$ cat config.mk
export PLATFORM = sky130hd
export DESIGN_NAME = pc_update_sequencer
export DESIGN_NICKNAME = d
export VERILOG_FILES = /design/src/rtl/pc_update_sequencer.sv
export SDC_FILE = /design/constraint.sdc
export NUM_CORES = 1
export LEC_CHECK = 0
export CAP_MARGIN = 20
export CORE_ASPECT_RATIO = 1.4
export CORE_MARGIN = 2
export CORE_UTILIZATION = 30
export CTS_BUF_LIST = sky130_fd_sc_hd__clkbuf_4
export CTS_CLUSTER_DIAMETER = 30
export CTS_CLUSTER_SIZE = 30
export DETAILED_ROUTE_END_ITERATION = 16
export HOLD_SLACK_MARGIN = 0.1
export PLACE_DENSITY = 0.62
export SYNTH_ARGS = -nofsm -noshare
export SYNTH_HDL_FRONTEND = slang
export SYNTH_SLANG_ARGS = --single-unit
export TNS_END_PERCENT = 20
$ cat constraint.sdc
create_clock -name clk -period 1.85 [get_ports clk]
set_input_delay 0.2775 -clock clk [delete_from_list [all_inputs] [get_ports clk]]
set_output_delay 0.2775 -clock clk [all_outputs]
set_load 0.02 [all_outputs]
$ cat src/rtl/pc_update_sequencer.sv
// Multicycle PC-update controller: commits the next PC on each start pulse, either
// directly (seq/jump/branch/jr/rte) or through the EPC-save / vector-fetch exception path.
module pc_update_sequencer #(
    parameter int MEM_WAIT = 2
) (
    input  logic       clk,
    input  logic       reset,
    input  logic       start,
    input  logic [2:0] op_class,
    input  logic       branch_taken,
    input  logic [2:0] excp_req,
    output logic [2:0] pc_src,
    output logic       pc_write,
    output logic       epc_write,
    output logic       mem_read,
    output logic [7:0] vec_addr,
    output logic [1:0] excp_code,
    output logic       busy,
    output logic       done
);

    localparam logic [2:0] SRC_REG_A    = 3'd0;
    localparam logic [2:0] SRC_ALU_RES  = 3'd1;
    localparam logic [2:0] SRC_JUMP     = 3'd2;
    localparam logic [2:0] SRC_ALU_OUT  = 3'd3;
    localparam logic [2:0] SRC_EPC      = 3'd4;
    localparam logic [2:0] SRC_EXC_CODE = 3'd5;

    localparam logic [3:0] WAIT_LOAD = 4'(MEM_WAIT - 1);

    typedef enum logic [2:0] {
        S_IDLE,
        S_UPDATE,
        S_EXC_EPC,
        S_EXC_RD,
        S_EXC_WAIT,
        S_EXC_LOAD,
        S_DONE
    } state_t;

    state_t     state_reg;
    logic [3:0] wait_cnt_reg;

    // Request decode, only meaningful in the cycle start is accepted.
    logic       illegal_op;
    logic       take_exc;
    logic [1:0] cause_next;
    logic [7:0] vec_next;
    logic [2:0] src_next;
    logic       write_next;

    always_comb begin
        illegal_op = (op_class > 3'd4);
        take_exc   = illegal_op || (excp_req != 3'b000);

        // Invalid opcode outranks overflow, which outranks divide-by-zero.
        cause_next = 2'd0;
        vec_next   = 8'h00;
        if (illegal_op || excp_req[1]) begin
            cause_next = 2'd1;
            vec_next   = 8'hFD;
        end else if (excp_req[0]) begin
            cause_next = 2'd2;
            vec_next   = 8'hFE;
        end else if (excp_req[2]) begin
            cause_next = 2'd3;
            vec_next   = 8'hFF;
        end

        src_next = SRC_ALU_RES;
        case (op_class)
            3'd0:    src_next = SRC_ALU_RES;
            3'd1:    src_next = SRC_JUMP;
            3'd2:    src_next = SRC_ALU_OUT;
            3'd3:    src_next = SRC_REG_A;
            3'd4:    src_next = SRC_EPC;
            default: src_next = SRC_ALU_RES;
        endcase

        write_next = !((op_class == 3'd2) && !branch_taken);
    end

    // Strobes are registered alongside the state so they line up with the state they decode.
    always_ff @(posedge clk) begin
        if (reset) begin
            state_reg    <= S_IDLE;
            wait_cnt_reg <= 4'd0;
            pc_src       <= SRC_ALU_RES;
            vec_addr     <= 8'h00;
            excp_code    <= 2'd0;
            pc_write     <= 1'b0;
            epc_write    <= 1'b0;
            mem_read     <= 1'b0;
            busy         <= 1'b0;
            done         <= 1'b0;
        end else begin
            pc_write  <= 1'b0;
            epc_write <= 1'b0;
            mem_read  <= 1'b0;
            done      <= 1'b0;
            case (state_reg)
                S_IDLE: begin
                    if (start) begin
                        busy <= 1'b1;
                        if (take_exc) begin
                            excp_code <= cause_next;
                            vec_addr  <= vec_next;
                            epc_write <= 1'b1;
                            state_reg <= S_EXC_EPC;
                        end else begin
                            excp_code <= 2'd0;
                            pc_src    <= src_next;
                            pc_write  <= write_next;
                            state_reg <= S_UPDATE;
                        end
                    end
                end
                S_UPDATE: begin
                    done      <= 1'b1;
                    state_reg <= S_DONE;
                end
                S_EXC_EPC: begin
                    mem_read  <= 1'b1;
                    state_reg <= S_EXC_RD;
                end
                S_EXC_RD: begin
                    mem_read     <= 1'b1;
                    wait_cnt_reg <= WAIT_LOAD;
                    state_reg    <= S_EXC_WAIT;
                end
                S_EXC_WAIT: begin
                    if (wait_cnt_reg == 4'd0) begin
                        pc_src    <= SRC_EXC_CODE;
                        pc_write  <= 1'b1;
                        state_reg <= S_EXC_LOAD;
                    end else begin
                        wait_cnt_reg <= wait_cnt_reg - 4'd1;
                        mem_read     <= 1'b1;
                    end
                end
                S_EXC_LOAD: begin
                    done      <= 1'b1;
                    state_reg <= S_DONE;
                end
                S_DONE: begin
                    busy      <= 1'b0;
                    state_reg <= S_IDLE;
                end
                default: begin
                    busy      <= 1'b0;
                    state_reg <= S_IDLE;
                end
            endcase
        end
    end

endmodule
* After elaboration in Yosys (flattened, before gate mapping)
Index checks and enable logic that the tools add are counted.
W data, S select, Z words.
** Word-level totals
- Register bits after elaboration :: 25
- Bits in latches :: 0
- Memory bits (writable) :: 0
- ROM bits :: 0
- Memories :: 0
** Cells by class
- Add/subtract/negate cells :: 1
- Multipliers :: 0
- Div/mod/pow operators :: 0
- Magnitude comparators :: 1
- Equal/unequal tests :: 13
- Shift-type cells :: 0
- Multiplexer cells :: 27
- Bitwise gates (word level) :: 3
- Reductions and logical operators :: 20
** Operators with widths (count)
- $mux W8 :: 3
- $pmux W3 S5 :: 1
- $eq A3 B2 Y1 const B :: 4
- $mux W3 :: 4
- $pmux W3 S4 :: 1
- $mux W2 :: 5
- $eq A3 B3 Y1 const B :: 3
- $ne A2 B2 Y1 const B :: 4
- $pmux W4 S2 :: 1
- $reduce_and A2 Y1 :: 4
- $mux W1 :: 7
- $eq A3 B1 Y1 const B :: 2
- $pmux W1 S2 :: 3
- $pmux W3 S2 :: 1
- $reduce_or A5 Y1 :: 1
- $logic_not A4 Y1 :: 1
- $mux W4 :: 1
- $reduce_and A4 Y1 :: 1
- $reduce_bool A2 Y1 :: 2
- $reduce_or A2 Y1 :: 2
- $sub A4 B1 Y4 const B :: 1
- $gt A3 B3 Y1 const B :: 1
- $logic_not A3 Y1 :: 1
- $not A1 Y1 :: 3
- other kinds (6) :: 8

* Longest topological paths before layout
- Depth after elaboration :: 6
- Depth in mapped cells :: 6
- Depth with buffers taken out :: 6

* Worst setup path after synthesis
OpenSTA, ideal clock, no wires.
- Path type :: flip-flop to flip-flop
- From :: register wait_cnt_reg[0]
- To :: register wait_cnt_reg[3]
- Setup time :: 0.129 ns
- Arrival :: 1.420 ns
- Data required time :: 1.721 ns
- Slack :: 0.301 ns
- Stages on the path, launching flop included :: 7
- Buffers on the path :: 0
- Cell sequence :: dfxtp_1 > inv_1 > ha_1 > or3b_1 > a21oi_1 > nor4_1 > mux2i_1
** On the way
- Word-level cells in the longest chain between the ends :: 3
** Ends and longest elaborated chain
- start: declaration :: line 42 : logic [3:0] wait_cnt_reg;
- start signal: assignment :: line 137 : wait_cnt_reg <= wait_cnt_reg - 4'd1;
- $sub A4 B1 Y4 / $logic_not A4 Y1 (equally long branches) :: line 137, 132
- $mux W4 / $ne A2 B2 Y1 (equally long branches)
- $pmux W4 S2 / $reduce_and A2 Y1 (equally long branches)
Parallel ways exist; a longest one is shown, timed or not. The select of a mux whose other input is x is not followed.
A chain may end at the register's enable or synchronous reset.

==> impl_metrics.yaml <==
outcome:
  status: "finished clean"
clocking:
  hold_buffers: 0
  cts_root_buf: "clkbuf_4"
  h-tree-depth: 1
  post-cts-setup-buffers: 0
  path_clk_slew_ns: 0.11
  clk_latency_ns: 0.29
  clockBufferDepth: 2
  clock-sinks: 20
  cts_tree: "built"
  numCtsBuffers: 3
worst_setup_path:
  rr_worst_depth: 6
  r2r_slack_ns: 0.19
  critPathKind: "flip-flop to output port"
  rr_endpoint: "wait_cnt_reg[3]"
  worst-path-buf-inv: 1
  arrival_ns: 1.38
  startpoint_type: "flip-flop"
  cp_max_fo: 7
  crit_family: "buffers and inverters"
  end_kind: "output port"
  cp.required_ns: 1.57
  critPathMaxStageDelay_ns: 0.65
  crit_chain: "clkdlybuf4s50_1"
  cp_slowest_cell: "clkdlybuf4s50_1"
  reg2reg_from: "wait_cnt_reg[0]"
final_layout:
  syn_to_final_growth_pct: 34.9
  layout.nets: 164
  fillers: 352
  final_layout_size_suffix_gt1_share_pct: 12.6
  antennaDiodeCount: 0
  largest_register_ffs: 4
floorplan:
  core-area_um2: 3320
  fp.dieW_um: 53.5
  die_y_um: 73.3
  num_io_pins: 28
  row_count: 25
  initial_core_util_pct: 31.1
  design.die.area_um2: 3920
synth:
  ys.warnings.count: 0
  synth-edff-count: 0
  synth.distinct_cells: 41
  yosysMostFrequentCell: "dfxtp_1"
  yosys-top-cells-count: "20 x dfxtp_1, 13 x a21oi_1, 11 x nor2_1"
  synthDominantCellAreaShare_pct: 38.9
  synth_area_um2: 1030
  synth_top_area_cell: "dfxtp_1"
  syn_area_per_cell_um2: 8.58
  syn_nets: 132
  ys_seq_elements: 20
  synth_ff_type: "dfxtp_1"
  synth.yosys.seq_area_share_pct: 38.9
  netlist_instances: 120
  synth-async-reset-ratio_pct: 0
  netlist_top_cells_area: "dfxtp_1 39%, a21oi_1 6.3%, nor2_1 4.0%"
hold_path:
  min_from: "excp_code[1]"
  min_path_cells: 2
  hold_class: "flip-flop to flip-flop"
  worstHoldEndpoint: "excp_code[1]"
power:
  p_per_area_nw_per_um2: 1030
  leakagePower_uw: 0.000510
  ir_drop_v: 0.000401
timing:
  clock_skew_ns: 0.00124
  final_hold_viol_count: 0
  relSlewSlack_pct: 72.1
  setup_violations: 0
  whs_ns: 0.478
  min_period_ns: 1.66
  setup_tns_ns: 0
  worst_pin_slew_ns: 0.418
  fin_crit_sh_pct: 89.7
  max_freq_mhz: 603
  rsz0062_at_grt: "no"
  final_max_slew_viol_count: 0
global_route:
  grt_pass1_wl_mm: 4.08
  grt_overflow: 0
  first_global_vias: 958
  antenna_found_initial: 0
  grt_usage_pct: 14.0
  grt_max_degree: 14
routing:
  routed_wl_mm: 2.44
  first_pass_iters: 4
  drt_iter0_markers: 35
  wl_per_cell_um: 12.8
  drc_errors: 0
  vias: 947
  postRouteAntennaNets: 0
  avgViaCountPerCell: 4.96
place:
  gp_congestion: 0.793
  hpwlAfterDp_mm: 1.95
  io_buffers: 27
job:
  drv_cap: 0
## tightest hold or removal path: cells and delay by family, from the launching register on
family / cells / cell delay [ns]
flops: 1 / 0.33
simple gates: 1 / 0.06
compound gates: 1 / 0.05
## cell type report
type	instances	area, um2	area share, %
well taps	40	50.0	3.60
inverters	6	22.5	1.62
flip-flops and latches	20	400	28.8
multi-input cells	84	544	39.2
repair buffers	37	345	24.9
clock buffers	3	22.5	1.62
clock inverters	1	3.75	0.270
## per-layer routing
layer | routed length (um) | track usage, % | share of wire [%]
met3 | 80 | 0.813 | 3.3
met5 | 0 | 0 | 0
met2 | 1280 | 26.3 | 53
met4 | 37 | 6.84 | 1.5
met1 | 1040 | 15.2 | 43
## cell families (layout without fill, tap and decap cells)
kind of cell	Yosys count	in the layout	synth area share [%]
DFF	20	20	38.9
muxes	2	2	1.94
and+or+nand+nor	45	45	26.1
adders and majority gates	2	2	2.43
buffers and inverters	16	47	8.63
xor gates and xnor gates	1	1	0.851
AOI/OAI and AO/OA	34	34	21.1
## metrics by stage
stage                     std cells  instance area [um2]  power [uW]  utilization, %  setup slack, ns
after CTS                       191                 1390        1440            41.8           0.0762
after global routing            191                 1390        1540            41.9           0.0619
after floorplan                 120                 1030        1000               -            0.301
final                           191                 1390        1430            41.9            0.190
after global placement          187                 1360        1220            41.0           0.0544
after detailed placement        187                 1360        1230            41.0           0.0271
## placed cells by master (no fill, tap or decap), drive strengths merged, types with 2 or more instances in the layout
cell type and instances:
o21ai 7, ha 2, buf 10, clkdlybuf4s50 27
a211oi 2, a311oi 2, mux2i 2, or3 2
inv 6, nor4b 2, dfxtp 20, nor2 11
nand2b 5, nor3 6, a221oi 2, a21oi 13
nor3b 3, or3b 2, clkbuf 3, nand3 2
o31ai 2, nand2 7
## power by group
group	internal (uW)	total (uW)	leakage (uW)	switching, uW
registers	506	591	0.000164	84.9
clock network	78.5	211	0.0000154	133
logic	308	630	0.000331	322
total	893	1430	0.000510	540
## worst max-delay path by stage
stage                     cells past startpoint         endpoint             from
after detailed placement                      5     excp_code[1]            start
after global routing                          4     excp_code[1]     state_reg[1]
after floorplan                               6  wait_cnt_reg[3]  wait_cnt_reg[0]
final                                         1      vec_addr[3]      vec_addr[6]
after CTS                                     6  wait_cnt_reg[3]  wait_cnt_reg[0]
after global placement                        5     excp_code[1]            start
## timing repair
action / in CTS / in global routing
gates resized for setup: 0 / 1
endpoints found under the setup margin: 0 / 1
hold endpoints to repair: 0 / 0
Power figures use the tool's default switching activity.
